## src/rtl/multicycle_controller.sv

```systemverilog
// -----------------------------------------------------------------------------
// multicycle_controller
//
// Control unit for a multicycle RV32I-subset datapath (lw, sw, R-type, I-type
// ALU, beq/bne, jal). A Moore FSM steps each instruction through its cycles.
// The state is registered. All datapath controls are decoded combinationally
// from the current state and the instruction fields.
//
// Ports
//   clk          in   rising-edge clock
//   rst_n        in   asynchronous active-low reset
//   op[6:0]      in   opcode from the instruction register
//   funct3[2:0]  in   instruction bits [14:12]
//   funct7b5     in   instruction bit 30
//   zero         in   ALU zero flag for the current cycle's operation
//   alu_control  out  ALU select (0000 AND, 0001 OR, 0010 ADD, 0011 XOR,
//                     0110 SUB, 0111 SLT, 0100 null)
//   alu_src_a    out  00 PC, 01 old PC, 10 rs1
//   alu_src_b    out  00 rs2, 01 immediate, 10 constant 4
//   result_src   out  00 ALUOut, 01 memory data, 10 ALU result
//   imm_src      out  00 I, 01 S, 10 B, 11 J
//   adr_src      out  0 PC, 1 result
//   ir_write, pc_write, reg_write, mem_write   out  write enables
//   state[3:0]   out  current FSM state code (debug / verification)
// -----------------------------------------------------------------------------
module multicycle_controller (
    input  logic       clk,
    input  logic       rst_n,
    input  logic [6:0] op,
    input  logic [2:0] funct3,
    input  logic       funct7b5,
    input  logic       zero,
    output logic [3:0] alu_control,
    output logic [1:0] alu_src_a,
    output logic [1:0] alu_src_b,
    output logic [1:0] result_src,
    output logic [1:0] imm_src,
    output logic       adr_src,
    output logic       ir_write,
    output logic       pc_write,
    output logic       reg_write,
    output logic       mem_write,
    output logic [3:0] state
);

    typedef enum logic [3:0] {
        S_FETCH    = 4'd0,
        S_DECODE   = 4'd1,
        S_MEMADR   = 4'd2,
        S_MEMREAD  = 4'd3,
        S_MEMWB    = 4'd4,
        S_MEMWRITE = 4'd5,
        S_EXECUTER = 4'd6,
        S_EXECUTEI = 4'd7,
        S_ALUWB    = 4'd8,
        S_BRANCH   = 4'd9,
        S_JAL      = 4'd10
    } state_t;

    localparam logic [6:0] OP_LW  = 7'b0000011;
    localparam logic [6:0] OP_SW  = 7'b0100011;
    localparam logic [6:0] OP_R   = 7'b0110011;
    localparam logic [6:0] OP_I   = 7'b0010011;
    localparam logic [6:0] OP_BR  = 7'b1100011;
    localparam logic [6:0] OP_JAL = 7'b1101111;

    // Internal ALU operation class; ALU_NONE yields alu_control 0000.
    localparam logic [1:0] ALU_ADD  = 2'b00;
    localparam logic [1:0] ALU_SUB  = 2'b01;
    localparam logic [1:0] ALU_FN   = 2'b10;
    localparam logic [1:0] ALU_NONE = 2'b11;

    state_t     state_r;
    state_t     next_s;
    logic [1:0] alu_op_s;
    logic       ir_write_s;
    logic       pc_write_s;
    logic       reg_write_s;
    logic       mem_write_s;
    logic       branch_taken_s;

    // Next-state selection; unused codes 11-15 fall back to FETCH.
    always_comb begin
        next_s = S_FETCH;
        case (state_r)
            S_FETCH:    next_s = S_DECODE;
            S_DECODE: begin
                case (op)
                    OP_LW, OP_SW: next_s = S_MEMADR;
                    OP_R:         next_s = S_EXECUTER;
                    OP_I:         next_s = S_EXECUTEI;
                    OP_BR:        next_s = S_BRANCH;
                    OP_JAL:       next_s = S_JAL;
                    default:      next_s = S_FETCH;
                endcase
            end
            S_MEMADR: begin
                if (op == OP_LW) begin
                    next_s = S_MEMREAD;
                end else begin
                    next_s = S_MEMWRITE;
                end
            end
            S_MEMREAD:  next_s = S_MEMWB;
            S_MEMWB:    next_s = S_FETCH;
            S_MEMWRITE: next_s = S_FETCH;
            S_EXECUTER: next_s = S_ALUWB;
            S_EXECUTEI: next_s = S_ALUWB;
            S_JAL:      next_s = S_ALUWB;
            S_ALUWB:    next_s = S_FETCH;
            S_BRANCH:   next_s = S_FETCH;
            default:    next_s = S_FETCH;
        endcase
    end

    // State register; reset holds the FSM in FETCH.
    always_ff @(posedge clk or negedge rst_n) begin
        if (!rst_n) begin
            state_r <= S_FETCH;
        end else begin
            state_r <= next_s;
        end
    end

    // Branch decision: beq takes on zero, bne on not-zero, others never.
    always_comb begin
        branch_taken_s = 1'b0;
        case (funct3)
            3'b000:  branch_taken_s = zero;
            3'b001:  branch_taken_s = ~zero;
            default: branch_taken_s = 1'b0;
        endcase
    end

    // Per-state datapath controls; anything not set stays 0.
    always_comb begin
        alu_op_s    = ALU_NONE;
        alu_src_a   = 2'b00;
        alu_src_b   = 2'b00;
        result_src  = 2'b00;
        adr_src     = 1'b0;
        ir_write_s  = 1'b0;
        pc_write_s  = 1'b0;
        reg_write_s = 1'b0;
        mem_write_s = 1'b0;
        case (state_r)
            S_FETCH: begin
                ir_write_s = 1'b1;
                pc_write_s = 1'b1;
                alu_src_a  = 2'b00;
                alu_src_b  = 2'b10;
                alu_op_s   = ALU_ADD;
                result_src = 2'b10;
            end
            S_DECODE: begin
                alu_src_a = 2'b01;
                alu_src_b = 2'b01;
                alu_op_s  = ALU_ADD;
            end
            S_MEMADR: begin
                alu_src_a = 2'b10;
                alu_src_b = 2'b01;
                alu_op_s  = ALU_ADD;
            end
            S_MEMREAD: begin
                adr_src = 1'b1;
            end
            S_MEMWB: begin
                result_src  = 2'b01;
                reg_write_s = 1'b1;
            end
            S_MEMWRITE: begin
                adr_src     = 1'b1;
                mem_write_s = 1'b1;
            end
            S_EXECUTER: begin
                alu_src_a = 2'b10;
                alu_src_b = 2'b00;
                alu_op_s  = ALU_FN;
            end
            S_EXECUTEI: begin
                alu_src_a = 2'b10;
                alu_src_b = 2'b01;
                alu_op_s  = ALU_FN;
            end
            S_ALUWB: begin
                reg_write_s = 1'b1;
            end
            S_BRANCH: begin
                alu_src_a  = 2'b10;
                alu_src_b  = 2'b00;
                alu_op_s   = ALU_SUB;
                pc_write_s = branch_taken_s;
            end
            S_JAL: begin
                alu_src_a  = 2'b01;
                alu_src_b  = 2'b10;
                alu_op_s   = ALU_ADD;
                pc_write_s = 1'b1;
            end
            default: begin
                alu_op_s = ALU_NONE;
            end
        endcase
    end

    // ALU select. op[5] separates R-type (sub possible) from I-type, where
    // bit 30 is part of the immediate and must never select SUB.
    always_comb begin
        alu_control = 4'b0000;
        case (alu_op_s)
            ALU_ADD: alu_control = 4'b0010;
            ALU_SUB: alu_control = 4'b0110;
            ALU_FN: begin
                case (funct3)
                    3'b000: begin
                        if (op[5] && funct7b5) begin
                            alu_control = 4'b0110;
                        end else begin
                            alu_control = 4'b0010;
                        end
                    end
                    3'b010:  alu_control = 4'b0111;
                    3'b100:  alu_control = 4'b0011;
                    3'b110:  alu_control = 4'b0001;
                    3'b111:  alu_control = 4'b0000;
                    default: alu_control = 4'b0100;
                endcase
            end
            default: alu_control = 4'b0000;
        endcase
    end

    // Immediate format depends only on the opcode, in every state.
    always_comb begin
        imm_src = 2'b00;
        case (op)
            OP_SW:   imm_src = 2'b01;
            OP_BR:   imm_src = 2'b10;
            OP_JAL:  imm_src = 2'b11;
            default: imm_src = 2'b00;
        endcase
    end

    // Write enables are gated by rst_n so an asserted reset kills them
    // immediately, without waiting for the state register to update.
    always_comb begin
        ir_write  = ir_write_s  & rst_n;
        pc_write  = pc_write_s  & rst_n;
        reg_write = reg_write_s & rst_n;
        mem_write = mem_write_s & rst_n;
    end

    assign state = state_r;

endmodule

```

## config.mk

```make
export PLATFORM = sky130hd
export DESIGN_NAME = multicycle_controller
export DESIGN_NICKNAME = d
export VERILOG_FILES = /design/src/rtl/multicycle_controller.sv
export SDC_FILE = /design/constraint.sdc
export NUM_CORES = 1
export LEC_CHECK = 0
export ABC_AREA = 0
export CAP_MARGIN = 20
export CORE_MARGIN = 2
export CORE_UTILIZATION = 32
export CTS_CLUSTER_DIAMETER = 200
export CTS_CLUSTER_SIZE = 25
export DETAILED_ROUTE_END_ITERATION = 10
export HOLD_SLACK_MARGIN = 0.1
export PLACE_DENSITY = 0.84
export SETUP_SLACK_MARGIN = 0.4
export SLEW_MARGIN = 15
export SYNTH_ARGS = -nofsm -noshare
export SYNTH_HDL_FRONTEND = slang
export SYNTH_SLANG_ARGS = --single-unit
```

## constraint.sdc

```tcl
create_clock -name clk -period 1.25 [get_ports clk]
set_input_delay 0.125 -clock clk [delete_from_list [all_inputs] [get_ports clk]]
set_output_delay 0.125 -clock clk [all_outputs]
set_load 0.05 [all_outputs]
```

==> impl_results.md, run 1 <==
- Post-CTS Setup Bufs: 8
- Post-Syn Area: 571 sq um
- Seq/Total Area, Yosys: 17.5%
- Post-synth EDFFs: 0
- Root buffer cell: clkbuf_4
- Cells after Synth: 77
- Post-synthesis net count: 91
- Most used flip-flop cell after synthesis: dfrtp_1
- Synth cell types: 38
- Num Clock Sinks: 4
- #FFs+latches synth: 4
- Placer congestion estimate: 0.926
- Io pins: 35
- Async SR Flop Fraction: 100%
- Clock buffer depth: 2
- Halt Reason: [ERROR DPL-0038] Utilization greater than 100%, impossible to legalize
- Stop stage: clock tree synthesis (4_1_cts)
- Outcome: stopped before the end
- DIE WIDTH: 46.2 um
- Cts repair resizes: 63
- Port buffer count: 33
- Placement Cell Area: 0.00152 sq mm
- Syn avg cell area: 7.41 sq um
- Yosys warning total: 0
- DP HPWL: 2.15 mm
- Number of CTS-inserted buffers: 3
- Place WS: -0.447 ns
- Post-cts hold buffer count: 0
- Starting Density: 33.4%
- Chip height: 46.2 um
- # rows: 15
- H-tree level count: 1
-- kinds of logic after synthesis --
logic type                Yosys count  share of synthesized area (%)
AOI/OAI and AO/OA                  18                           23.0
xor gates and xnor gates            5                           7.68
buffers and inverters              10                           8.12
DFF                                 4                           17.5
other                               1                          0.657
and+or+nand+nor                    39                           43.0
-- per-stage QoR --
step,util (%),std cells
after detailed placement,88.7,160
after global placement,88.7,160
after floorplan,-,77
-- synthesized netlist by cell type, types with 3 or more instances --
master	number	area, sq um
buf_2	4	20.0
nor3b_1	4	30.0
xnor2_1	4	35.0
dfrtp_1	4	100
nor3_1	3	15.0
nand2_1	4	15.0
nand3b_1	3	22.5
nor2_1	7	26.3
inv_1	3	11.3
and2_1	3	18.8
nor2b_1	3	18.8
a21oi_1	4	20.0
==> inputs of run 2 (changes only) <==
CORE_AREA = 2 2 63 65   (was not set)
CORE_MARGIN = not set   (was 2)
CORE_UTILIZATION = not set   (was 32)
CTS_CLUSTER_DIAMETER = not set   (was 200)
CTS_CLUSTER_SIZE = not set   (was 25)
DIE_AREA = 0 0 65 67   (was not set)
HOLD_SLACK_MARGIN = not set   (was 0.1)
PLACE_DENSITY = not set   (was 0.84)
PLACE_DENSITY_LB_ADDON = 0.15   (was not set)
SETUP_SLACK_MARGIN = not set   (was 0.4)
clock period = 1.62 ns   (was 1.25 ns; I/O delays follow)
==> impl_results.md, run 2 <==
- WL per Instance: 11.9 um
- Crit end category: output pin
- Tmin final: 1.66 ns
- Post-synthesis net count: 91
- Critical Path RT: 1.46 ns
- Root buffer cell: clkbuf_8
- Final wirelength: 2.09 mm
- Busiest grt layer: met2
- DIE WIDTH: 65 um
- Seq/Total Area, Yosys: 17.5%
- Most used flip-flop cell after synthesis: dfrtp_1
- VDD IR-drop max: 425 uV
- Post-synth EDFFs: 0
- Area leader, netlist: dfrtp_1
- Chip height: 67 um
- Number of global-route vias before repair: 751
- Area grow syn2layout: 161%
- M2 GR Usage: 17.7%
- Placer congestion estimate: 0.725
- Reg-to-reg startpoint: state[3]
- # rows: 22
- Post-Syn Area: 571 sq um
- First-pass GRT wire length: 3.37 mm
- CTS tree: yes
- Num Clock Sinks: 4
- Clock power frac: 12.4%
- Most frequent cells in the layout: 19 x buf_12, 19 x buf_4, 10 x clkdlybuf4s50_1
- Fin nets: 143
- GR Util met1: 11.6%
- Worst EP arrival: 1.50 ns
- Syn avg cell area: 7.41 sq um
- TritonRoute pass-1 iters: 2
- Starting Density: 15.8%
- Utilization after layout: 41.3%
- Setup violators final: 3
- Outcome: complete, but fails checks
- Port buffer count: 33
- Yosys warning total: 0
- Pwr/cell area: 1150 mW/mm^2
- Count leader, synth: nor2_1
- Vias: 778
- FF-to-FF End: state[3]
- Internal Pwr Total: 0.000929 W
- Antenna cells: 0
- Final Cell Area: 0.00149 sq mm
- Pleak: 0.580 nW
- Io pins: 35
- Fill cells: 367
- First-iteration detailed-routing DRC count: 14
- DP HPWL: 1.62 mm
- Clk_lat worst skew: 0.22 ns
- Failing checks: setup timing
- Synth top area share: 17.5%
- Reg power frac: 8.9%
- Fin. Hold Viols: 0
- Tcrit/Tclk final: 103%
- Place WS: -0.0940 ns
- Critical path class: flop to output pin
- Async SR Flop Fraction: 100%
- Global Route Usage Sum: 10.2%
- Cells after Synth: 77
- Clock buffer depth: 2
- DIE AREA: 0.00436 sq mm
- Sw Ratio: 45.7%
- Met3 Use GR: 2.20%
- Number of CTS-inserted buffers: 3
- #FFs+latches synth: 4
- Max_cap viols: 0
- Grt total ovfl: 0
- Core box area: 0.00361 sq mm
- Unrepaired setup endpoints after global routing: yes
- Synth cell types: 38
- CP max FO: 7
- Setup slack, reg-to-reg: 0.12 ns
- Via density: 4.45
- Max reg flops: 4
- Pins over their slew limit: 0
- Clk_skew: 0.00142 ns
- Drc violations: 0
- Pin count of the biggest net entering global routing: 13
- Fraction of layout cells with a size suffix above 1: 58.3%
- Worst Hold Class: input pin to asynchronous set/reset pin
- Final ANT Viol Nets: 0
- Clk pin slew, worst setup/hold paths: 0.03 ns
- Placement Cell Area: 0.00132 sq mm
- Antenna violations before repair: 0
- Leading post-synthesis cells by cell area: dfrtp_1 18%, xnor2_1 6.1%, nor3b_1 5.3%
- Min setup slack post-route: -0.0418 ns
- Logic pwr share: 78.8%
- Fin Hold WS: 0.328 ns
- CP Launch Type: flop
- Achievable frequency: 602 MHz
- Switch Pwr: 0.000781 W
- Post-cts hold buffer count: 0
- H-tree level count: 1
- R2R cell count: 4
-- run 2: cell counts after synthesis --
No cell type changed its count.
-- run 2: power groups by stage --
stage | registers [W] | logic (W) | clock network (W)
floorplan | 0.000185 | 0.000642 | 0
global placement | 0.000168 | 0.00122 | 0
detailed placement | 0.000169 | 0.00123 | 0
CTS | 0.000152 | 0.00133 | 0.000218
global route | 0.000159 | 0.00142 | 0.000225
finish | 0.000151 | 0.00135 | 0.000212
-- run 2: routing by layer --
metal,vias to the layer above,wire length [um],share of wire [%]
li1,383,-,-
met5,-,0,0
met2,21,1150,55
met4,0,18,0.86
met3,2,86,4.1
met1,372,839,40
-- run 2: worst max-delay path by stage --
stage | from | endpoint | slack (ns) | cells after the start
finish | state[3] | result_src[1] | -0.04 | 4
global route | state[3] | result_src[1] | -0.10 | 4
CTS | state[1] | pc_write | -0.07 | 4
detailed placement | funct3[2] | pc_write | -0.09 | 5
global placement | funct3[2] | pc_write | -0.07 | 5
floorplan | state[2] | result_src[1] | -0.52 | 3
-- run 2: logic make-up (layout without fill, tap and decap cells) --
logic type | Yosys count | count (layout) | share of synthesized area (%)
AO/OA/AOI/OAI | 18 | 18 | 23.0
buffers and inverters | 10 | 60 | 8.12
other | 1 | 1 | 0.657
XOR/XNOR | 5 | 5 | 7.68
AND/OR/NAND/NOR | 39 | 39 | 43.0
flip-flops | 4 | 4 | 17.5
-- run 2: worst max-delay path, stage by stage (launching register included) --
cell,delay [ns]
dfrtp_2,0.44
buf_2,0.18
or2_4,0.27
nor3_4,0.22
buf_12,0.16
-- run 2: area by class of cell --
class	count	area (sq um)	share of cell area, %
multi-input combinational	63	573	38.5
timing repair buffer	54	698	46.9
clock buffer	3	41.3	2.77
tap	48	60.1	4.03
inverter	3	11.3	0.756
sequential	4	105	7.06
-- run 2: what timing repair did --
action,in CTS,in global routing
endpoints found under the setup margin,8,14
pin swaps,2,1
buffers inserted,3,4
resized for setup,12,7
-- run 2: through the flow --
step	instances	power, W	TNS (ns)
floorplan	77	0.000826	-1.25
global placement	165	0.00139	-0.116
detailed placement	165	0.00139	-0.141
CTS	171	0.00170	-0.109
global route	175	0.00180	-0.485
finish	175	0.00171	-0.0905
Power figures use the tool's default switching activity.
==> inputs of run 3 (changes only) <==
CTS_BUF_LIST = sky130_fd_sc_hd__clkbuf_4   (was not set)
MAX_ROUTING_LAYER = met4   (was not set)
==> impl_results.md, run 3 (synthesis results as in run 2) <==
- Outcome: complete, but fails checks
- Failing checks: setup timing
- Clock buffer depth: 2
- WP buf/inv: 2
- Num Clock Sinks: 4
- Pwr/cell area: 1080 mW/mm^2
- Clk_lat worst skew: 0.24 ns
- Chip height: 67 um
- Fin Hold WS: 0.326 ns
- Most frequent cells in the layout: 22 x buf_4, 19 x buf_12, 10 x clkdlybuf4s50_1, 4 x nor2_4, 4 x dfrtp_2
- Cell depth of the worst setup path: 4
- VDD IR-drop max: 367 uV
- Unrepaired setup endpoints after global routing: yes
- Worst Hold Class: input pin to asynchronous set/reset pin
- Tmin final: 1.68 ns
- R2R cell count: 4
- Crit end category: output pin
- Tcrit/Tclk final: 104%
- Final ANT Viol Nets: 0
- Critical Path RT: 1.46 ns
- Clk pin slew, worst setup/hold paths: 0.04 ns
- Drc violations: 0
- First-iteration detailed-routing DRC count: 7
- Final Cell Area: 0.00154 sq mm
- Pin count of the biggest net entering global routing: 12
- Place WS: -0.0940 ns
- Via density: 4.36
- Fin nets: 147
- DIE WIDTH: 65 um
- Area of the multi-input gates: 602 sq um
- Max_cap viols: 0
- Vias: 781
- Io pins: 35
- Critical path class: flop to output pin
- # rows: 22
- Core box area: 0.00361 sq mm
- H-tree level count: 1
- Crit path cell chain: buf_6 > or2_4 > nor3_4 > buf_12
- Placement Cell Area: 0.00132 sq mm
- DIE AREA: 0.00436 sq mm
- Largest delay contributor family on the critical path: simple AND/OR/NAND/NOR gates
- CP Launch Type: flop
- Reg area: 105 sq um
- Setup slack, reg-to-reg: 0.12 ns
- CP peak stage delay: 0.46 ns
- Antenna violations before repair: 0
- Slowest cell on crit path: dfrtp_2
- Commonest non-fill, non-tap cell in the layout: buf_4
- Global Route Usage Sum: 10.6%
- Number of global-route vias before repair: 787
- Clk_skew: 0.00304 ns
- TritonRoute pass-1 iters: 2
- Area grow syn2layout: 170%
- Placer congestion estimate: 0.733
- CP max FO: 7
- WL per Instance: 11.8 um
- Max reg flops: 4
- First-pass GRT wire length: 3.48 mm
- Fin. Hold Viols: 0
- DP HPWL: 1.62 mm
- Min setup slack post-route: -0.0647 ns
- Number of CTS-inserted buffers: 3
- Worst EP arrival: 1.52 ns
- Final wirelength: 2.12 mm
- Root buffer cell: clkbuf_4
- Starting Density: 15.8%
- Grt total ovfl: 0
- CTS tree: yes
- Port buffer count: 33
- Achievable frequency: 594 MHz
- Fill cells: 363
- Pleak: 0.599 nW
- Setup violators final: 3
- Post-cts hold buffer count: 0
- Fraction of layout cells with a size suffix above 1: 62.6%
- Pins over their slew limit: 0
- Utilization after layout: 42.8%
- Antenna cells: 0
-- run 3: metal layers --
| layer | global-route usage (%) | part of all wire, % | vias up |
|---|---|---|---|
| li1 | - | - | 389 |
| met1 | 12.2 | 41 | 366 |
| met2 | 18.2 | 53 | 22 |
| met3 | 1.18 | 4.2 | 4 |
| met4 | 5.59 | 1.8 | 0 |
| met5 | - | 0 | - |
-- run 3: cell type report --
type                    count  area share, %
inverters                   3          0.730
repair buffers             58           48.1
well taps                  48           3.89
clock buffers               3           1.46
flip-flops and latches      4           6.81
multi-input cells          63           39.0
-- run 3: worst paths after layout --
path	start	end
min	rst_n	state[3]
min in group clk	op[6]	state[0]
max in group asynchronous	rst_n	state[2]
max	state[3]	result_src[1]
min reg2reg	state[0]	state[0]
max reg2reg	state[3]	state[3]
-- run 3: report_power, final --
part	total [W]	leakage, nW	switching, W	internal [W]
clock network	0.000128	0.0138	0.0000448	0.0000831
logic	0.00140	0.538	0.000712	0.000684
registers	0.000147	0.0477	0.0000288	0.000119
total	0.00167	0.599	0.000786	0.000886
-- run 3: repair_timing --
item                                    CTS  global route
resized for setup                        16            13
pin swaps                                 2             2
endpoints found under the setup margin   12            15
buffers inserted                          8             3
-- run 3: through the flow --
| stage | power [W] | std cells | TNS [ns] |
|---|---|---|---|
| finish | 0.00167 | 179 | -0.132 |
| detailed placement | 0.00139 | 165 | -0.141 |
| global route | 0.00176 | 179 | -0.439 |
| global placement | 0.00139 | 165 | -0.116 |
| CTS | 0.00163 | 176 | -0.112 |
| floorplan | 0.000826 | 77 | -1.25 |
==> inputs of run 4 (changes only) <==
CTS_BUF_LIST = not set   (was sky130_fd_sc_hd__clkbuf_4)
GPL_ROUTABILITY_DRIVEN = 0   (was not set)
==> impl_results.md, run 4 (synthesis results as in run 2) <==
- Critical path launch point: state[3]
- Io pins: 35
- # rows: 22
- Critical path destination: result_src[1]
- Max reg flops: 4
- Via density: 4.36
- Fin nets: 143
- Setup violators final: 3
- Final wirelength: 2.09 mm
- Fraction of layout cells with a size suffix above 1: 58.3%
- DIE WIDTH: 65 um
- CP max FO: 7
- Setup slack, reg-to-reg: 0.12 ns
- Pins over their slew limit: 0
- Pleak: 0.580 nW
- H-tree level count: 1
- Vias: 763
- Antenna violations before repair: 0
- Outcome: complete, but fails checks
- Clk_skew: 0.000748 ns
- Num Clock Sinks: 4
- First-pass GRT wire length: 3.37 mm
- Starting Density: 15.8%
- Unrepaired setup endpoints after global routing: yes
- Clock power frac: 12.4%
- Reg power frac: 8.8%
- Critical path class: flop to output pin
- Core box area: 0.00361 sq mm
- Antenna cells: 0
- R2R cell count: 4
- CP Launch Type: flop
- Tmin final: 1.66 ns
- Crit end category: output pin
- CTS tree: yes
- Sw Ratio: 45.6%
- Clk pin slew, worst setup/hold paths: 0.03 ns
- Fin Hold WS: 0.335 ns
- Failing checks: setup timing
- Pin count of the biggest net entering global routing: 13
- Number of CTS-inserted buffers: 3
- VDD IR-drop max: 426 uV
- DP HPWL: 1.62 mm
- Internal Pwr Total: 0.000929 W
- Critical Path RT: 1.46 ns
- Clock buffer depth: 2
- Most frequent cells in the layout: 19 x buf_12, 19 x buf_4, 10 x clkdlybuf4s50_1
- Post-cts hold buffer count: 0
- Drc violations: 0
- FF-to-FF End: state[3]
- Achievable frequency: 602 MHz
- DIE AREA: 0.00436 sq mm
- Worst Hold Class: input pin to asynchronous set/reset pin
- Global Route Usage Sum: 10.5%
- Port buffer count: 33
- Max_cap viols: 0
- Grt total ovfl: 0
- Chip height: 67 um
- Power, Total: 0.00171 W
- Number of global-route vias before repair: 752
- Logic pwr share: 78.8%
- First-iteration detailed-routing DRC count: 8
- Min setup slack post-route: -0.0409 ns
- Fin. Hold Viols: 0
- Final ANT Viol Nets: 0
- Pwr/cell area: 1150 mW/mm^2
- Reg-to-reg startpoint: state[3]
- WL per Instance: 11.9 um
- Root buffer cell: clkbuf_8
- Clk_lat worst skew: 0.22 ns
- Tcrit/Tclk final: 103%
- Switch Pwr: 0.000780 W
- Area grow syn2layout: 161%
- Worst EP arrival: 1.50 ns
- TritonRoute pass-1 iters: 4
[run 4: cell type report]
cell class,instances,area [sq um]
multi-input cells,63,573
repair buffers,54,698
well taps,48,60.1
inverters,3,11.3
clock buffers,3,41.3
flip-flops and latches,4,105
fillers,367,2120
[run 4: routing by layer]
metal | track usage [%] | up-vias | share of wire, %
met3 | 2.20 | 2 | 4.2
met4 | 5.59 | 0 | 0.86
met5 | - | - | 0
li1 | - | 382 | -
met1 | 11.6 | 358 | 40
met2 | 17.7 | 21 | 55
[run 4: metrics by stage]
stage | utilization (%) | setup slack (ns) | cell area, sq um | TNS [ns] | cells
finish | 41.3 | -0.0409 | 1490 | -0.0847 | 175
global route | 41.3 | -0.103 | 1490 | -0.480 | 175
CTS | 39.6 | -0.0739 | 1430 | -0.109 | 171
detailed placement | 36.6 | -0.0940 | 1320 | -0.141 | 165
global placement | 36.6 | -0.0747 | 1320 | -0.116 | 165
floorplan | - | -0.515 | 667 | -1.25 | 77
[run 4: worst min-delay path by stage]
stage | to | slack [ns] | cells past startpoint
after global routing | state[3] | 0.37 | 2
after CTS | state[3] | 0.34 | 2
final | state[3] | 0.33 | 2
after floorplan | state[0] | -0.13 | 0
after global placement | state[2] | 0.59 | 2
after detailed placement | state[0] | 0.58 | 2
[run 4: what timing repair did]
action                     CTS  global route
setup endpoints to repair    8            14
resized for setup           12             7
pin swaps                    2             1
setup buffers                3             4
[run 4: power groups by stage]
stage | Combinational, W | Clock (W) | Sequential (W)
after floorplan | 0.000642 | 0 | 0.000185
after global placement | 0.00122 | 0 | 0.000168
after detailed placement | 0.00123 | 0 | 0.000169
after CTS | 0.00133 | 0.000218 | 0.000152
after global routing | 0.00142 | 0.000225 | 0.000159
final | 0.00135 | 0.000212 | 0.000151
[run 4: critical path, stage by stage (launching register included)]
cell and delay [ns]:
dfrtp_2 0.44, buf_2 0.18, or2_4 0.27, nor3_4 0.22, buf_12 0.16
